$ cat config.mk
export PLATFORM = sky130hd
export DESIGN_NAME = bcd_display_formatter_flat
export DESIGN_NICKNAME = d
export VERILOG_FILES = /design/src/rtl/bcd_display_formatter_if.sv /design/src/rtl/bcd_display_formatter.sv /design/src/flat_wrapper.sv
export SDC_FILE = /design/constraint.sdc
export NUM_CORES = 1
export LEC_CHECK = 0
export ABC_AREA = 1
export CORE_ASPECT_RATIO = 1.5
export CORE_UTILIZATION = 51
export CTS_CLUSTER_DIAMETER = 120
export DETAILED_ROUTE_END_ITERATION = 16
export GPL_ROUTABILITY_DRIVEN = 1
export PLACE_DENSITY = 0.76
export RECOVER_POWER = 25
export SLEW_MARGIN = 20
export SYNTH_ARGS = -nofsm -noshare
export SYNTH_HDL_FRONTEND = slang
export SYNTH_SLANG_ARGS = --single-unit
$ cat constraint.sdc
create_clock -name clk -period 3.48 [get_ports clk]
set_input_delay 0.696 -clock clk [delete_from_list [all_inputs] [get_ports clk]]
set_output_delay 0.696 -clock clk [all_outputs]
set_load 0.005 [all_outputs]
$ cat src/rtl/bcd_display_formatter_if.sv
// Request/result bundle between the CPU-side requester and the digit formatter.
// The master drives requests; the slave (formatter) returns the digit word and status.
interface bcd_display_formatter_if;
  logic        valid_in;
  logic [31:0] data_in;
  logic        dec_mode;
  logic [31:0] x_out;
  logic        busy;
  logic        done;
  logic        overflow;

  modport master (
    output valid_in, data_in, dec_mode,
    input  x_out, busy, done, overflow
  );

  modport slave (
    input  valid_in, data_in, dec_mode,
    output x_out, busy, done, overflow
  );
endinterface

$ cat src/rtl/bcd_display_formatter.sv
// Formats a 32-bit value into 8 display nibbles: hex passthrough, or a sequential
// double-dabble BCD conversion (one bit per cycle) with overflow above 99,999,999.
module bcd_display_formatter (
  input logic                      clk,
  input logic                      rst,
  bcd_display_formatter_if.slave   bus
);

  localparam logic [1:0] IDLE   = 2'd0;
  localparam logic [1:0] SHIFT  = 2'd1;
  localparam logic [1:0] FINISH = 2'd2;

  logic [1:0]  state_q;
  logic [4:0]  cnt_q;
  logic [39:0] bcd_q;
  logic [31:0] bin_q;
  logic        mode_q;
  logic [31:0] x_q;
  logic        done_q;
  logic        ovf_q;
  logic [39:0] bcd_adj;

  // Add-3 correction applied before each shift so no digit exceeds 9 afterwards.
  always_comb begin
    bcd_adj = bcd_q;
    for (int i = 0; i < 10; i++) begin
      if (bcd_q[4*i +: 4] >= 4'd5) begin
        bcd_adj[4*i +: 4] = bcd_q[4*i +: 4] + 4'd3;
      end
    end
  end

  always_ff @(posedge clk or posedge rst) begin
    if (rst) begin
      state_q <= IDLE;
      cnt_q   <= '0;
      bcd_q   <= '0;
      bin_q   <= '0;
      mode_q  <= 1'b0;
      x_q     <= '0;
      done_q  <= 1'b0;
      ovf_q   <= 1'b0;
    end else begin
      done_q <= 1'b0;
      case (state_q)
        IDLE: begin
          if (bus.valid_in) begin
            mode_q  <= bus.dec_mode;
            bin_q   <= bus.data_in;
            bcd_q   <= '0;
            cnt_q   <= '0;
            state_q <= bus.dec_mode ? SHIFT : FINISH;
          end
        end
        SHIFT: begin
          {bcd_q, bin_q} <= {bcd_adj[38:0], bin_q, 1'b0};
          cnt_q          <= cnt_q + 5'd1;
          if (cnt_q == 5'd31) begin
            state_q <= FINISH;
          end
        end
        FINISH: begin
          done_q  <= 1'b1;
          state_q <= IDLE;
          if (mode_q) begin
            if (bcd_q[39:32] == 8'd0) begin
              x_q   <= bcd_q[31:0];
              ovf_q <= 1'b0;
            end else begin
              x_q   <= 32'hEEEE_EEEE;
              ovf_q <= 1'b1;
            end
          end else begin
            // Hex requests never shift, so bin_q still holds the captured value.
            x_q   <= bin_q;
            ovf_q <= 1'b0;
          end
        end
        default: state_q <= IDLE;
      endcase
    end
  end

  assign bus.x_out    = x_q;
  assign bus.busy     = (state_q != IDLE);
  assign bus.done     = done_q;
  assign bus.overflow = ovf_q;

endmodule
$ cat src/flat_wrapper.sv
// flat-port wrapper written by rule: the top's interface ports become plain ports
module bcd_display_formatter_flat 
  (clk, rst, bus_valid_in, bus_data_in, bus_dec_mode, bus_x_out, bus_busy, bus_done, bus_overflow);
  bcd_display_formatter_if bus_i ();
  input logic clk;
  input logic rst;
  input wire logic [$bits(bus_i.valid_in)-1:0] bus_valid_in;
  input wire logic [$bits(bus_i.data_in)-1:0] bus_data_in;
  input wire logic [$bits(bus_i.dec_mode)-1:0] bus_dec_mode;
  output wire logic [$bits(bus_i.x_out)-1:0] bus_x_out;
  output wire logic [$bits(bus_i.busy)-1:0] bus_busy;
  output wire logic [$bits(bus_i.done)-1:0] bus_done;
  output wire logic [$bits(bus_i.overflow)-1:0] bus_overflow;
  assign bus_i.valid_in = bus_valid_in;
  assign bus_i.data_in = bus_data_in;
  assign bus_i.dec_mode = bus_dec_mode;
  assign bus_x_out = bus_i.x_out;
  assign bus_busy = bus_i.busy;
  assign bus_done = bus_i.done;
  assign bus_overflow = bus_i.overflow;
  bcd_display_formatter u_core (.clk(clk), .rst(rst), .bus(bus_i));
endmodule
==> run metrics <==
outcome=complete, but fails checks; failing checks=capacitance limit, slew limit; Rows=49; worst r2r src=u_core.state_q[1]; Worst EP required=~3800 ps; CP Capture Type=flop; cts hold-fix bufs=0; dpl cells=1017; Antenna Violating Nets Remaining=0; hold depth=2; Post-DP HPWL=around 10000 um; Cells after Synth=just over 800; top cell type's share of synthesized area=between 40% and 50%; start point of the critical path=u_core.state_q[1]; Power Density=~790 nW/um^2; asr flop ratio synth=between 90% and 100%; slew margin rel.=-5.88%; setup TNS=0 ps; Netlist cell types=22; synth-to-layout area growth=22.0%; CTS max path bufs=2; DRT iter0 DRCs=slightly below 500; vias in the first global route=between 5000 and 6000; Vias/cell=approximately 5.5; CTS sink count=approximately 110; flop2flop setup slack=1100 ps; Post-Syn Area=between 6000 and 7000 um^2; Max Freq=420 MHz; Fin. Hold Viols=0; IO Pins=71; max-slew violations=35; DR pass1 iterations=7; # setup viols final=0; Post-synth EDFFs=0; Mapped Nets=approximately 890; Synth Area per Inst=between 7 and 8 um^2; final-layout fill cell count=around 1000; RSZ-0062 raised after global routing=no; final WL=between 15000 and 20000 um; min-delay src=u_core.bus.overflow; CTS resizes=0; worst-path fanout max=34; Synth top cells by count=nand2_1 (236), dfrtp_1 (114), nor2_1 (74); most common cell in the netlist=nand2_1; fin nets=between 900 and 1000; Total GRT Usage=between 20% and 30%; fin crit share=a little under 70%; critical path arrival=between 2000 and 3000 ps; share of cells above drive strength 1=under 10%; Via Count=approximately 5800; Critical Path Source Type=flop; worst clock skew=9.59 ps; number of antenna violations at the first check in global routing=0; WHS Endpoint=u_core.bus.overflow; register area share after synthesis=between 40% and 50%; # diodes=0; RR Endpoint=u_core.bus.x_out[15]; Hold/Removal Path Class=flop to flop; post-CTS setup buffers=0; CTS buffer count=17; Main synth FF type=dfrtp_1; largest net degree at the start of global routing=76; top post-synthesis cells by area=dfrtp_1 (46%), nand2_1 (14%), nand3_1 (5.8%); Placer Congestion=0.886; Synth Register Bits=roughly 110; Worst-Skew Late Latency=slightly above 400 ps; Max Cap Viol=1; Root Buffer=clkbuf_16; drt drc=0; DIE AREA=around 13000 um^2; Final min period=2380 ps; CTS tree=built; leak pwr=3.80 nW; starting density of the core=a little over half; r2r worst-path depth=5; slew at the pin closest to its max-slew limit=between 1500 and 2000 ps; clock slew at reported path FFs=about 60 ps; I/O Buffers=70; H-tree Lvls=4; WS Path Type=flop to flop; grt ovf=0; Yosys top cell by area=dfrtp_1; Core Region=between 10000 and 15000 um^2; DIE WIDTH=approximately 92 um; yosys warns=0; first-pass GRT wire length=~26000 um; maximum vdd drop=about 680 uV; Die Y=roughly 140 um; routed len/inst=approximately 15 um; Post-Layout Cell Count=about 1000
-- state kept, by name, summed over array words and instances (netlist names) --
register and cells:
u_core.bcd_q 40, u_core.bin_q 32, u_core.bus.done 1, u_core.bus.overflow 1, u_core.bus.x_out 32, u_core.cnt_q 5
u_core.mode_q 1, u_core.state_q 2
-- routing by layer --
metal / part of all wire (%) / track usage, % / vias to the layer above / wire length, um
met3: 4.4 / 6.13 / 18 / 671
met1: 44 / 34.1 / 2772 / 6800
met2: 50 / 41.4 / 174 / 7570
li1: - / - / 2839 / -
met4: 1.6 / 8.33 / 0 / 244
met5: 0 / 0 / - / 0
-- critical path, cell delays in order (launching register included) --
cell      delay (ps)
dfrtp_1          440
inv_2            100
nor2_4           110
clkbuf_1        1160
nand3_1          350
nand2_1          140
-- where the power goes --
part / internal [mW] / switching (mW) / leakage [nW]
registers: 1.77 / 0.329 / 1.45
clock network: 1.08 / 0.658 / 0.283
logic: 0.943 / 1.27 / 2.07
-- cell usage in the layout, fill, tap and decap left out, types with 2 or more instances in the layout --
master             n
nand3_1           72
bufinv_16          2
nor2_2             2
nand2_1          236
buf_12             2
o21ai_0           45
clkinvlp_4         3
clkdlybuf4s50_1   69
o21ai_1            9
clkinv_4           6
o22ai_1            8
dfrtp_1          114
inv_6              2
nor2_1            72
nand4_1           54
a21oi_1           53
nor2_4             2
buf_4              6
inv_2              4
ha_1              23
inv_1             61
or2_2             25
clkbuf_16         17
-- worst max-delay path by stage --
stage / cells past startpoint / to / slack, ps
global route: 5 / u_core.bus.x_out[15] / 970
finish: 5 / u_core.bus.x_out[15] / 1100
CTS: 3 / bus_busy / 1250
floorplan: 1 / u_core.bcd_q[0] / 1400
detailed placement: 6 / u_core.cnt_q[4] / 940
global placement: 6 / u_core.bcd_q[4] / 1000
-- layout make-up --
type,instances,area (um^2),share of cell area (%)
multi-input cells,603,2950,38.6
flip-flops and latches,114,2850,37.3
repair buffers,79,790,10.3
clock buffers,18,439,5.75
inverters,68,259,3.39
well taps,153,191,2.51
clock inverters,14,158,2.06
-- through the flow --
step           hold slack (ps)  cell area (um^2)  power, mW  util, %  setup WS [ps]
2_1_floorplan              448              6270       3.51        -           1400
3_3_place_gp               461              7050       4.28     59.0           1000
3_5_place_dp               466              7050       4.33     59.0            936
4_1_cts                    485              7650       6.10     64.0           1250
5_1_grt                    499              7640       6.47     63.9            973
6_report                   479              7640       6.05     63.9           1100
-- cell families (layout without fill, tap and decap cells) --
kind of cell,Yosys count,after routing,synth area share [%]
adders and majority gates,23,23,4.60
AOI/OAI and AO/OA,115,115,9.35
and+or+nand+nor,465,465,33.1
buffers and inverters,110,179,7.41
DFF,114,114,45.6
Power figures use the tool's default switching activity.
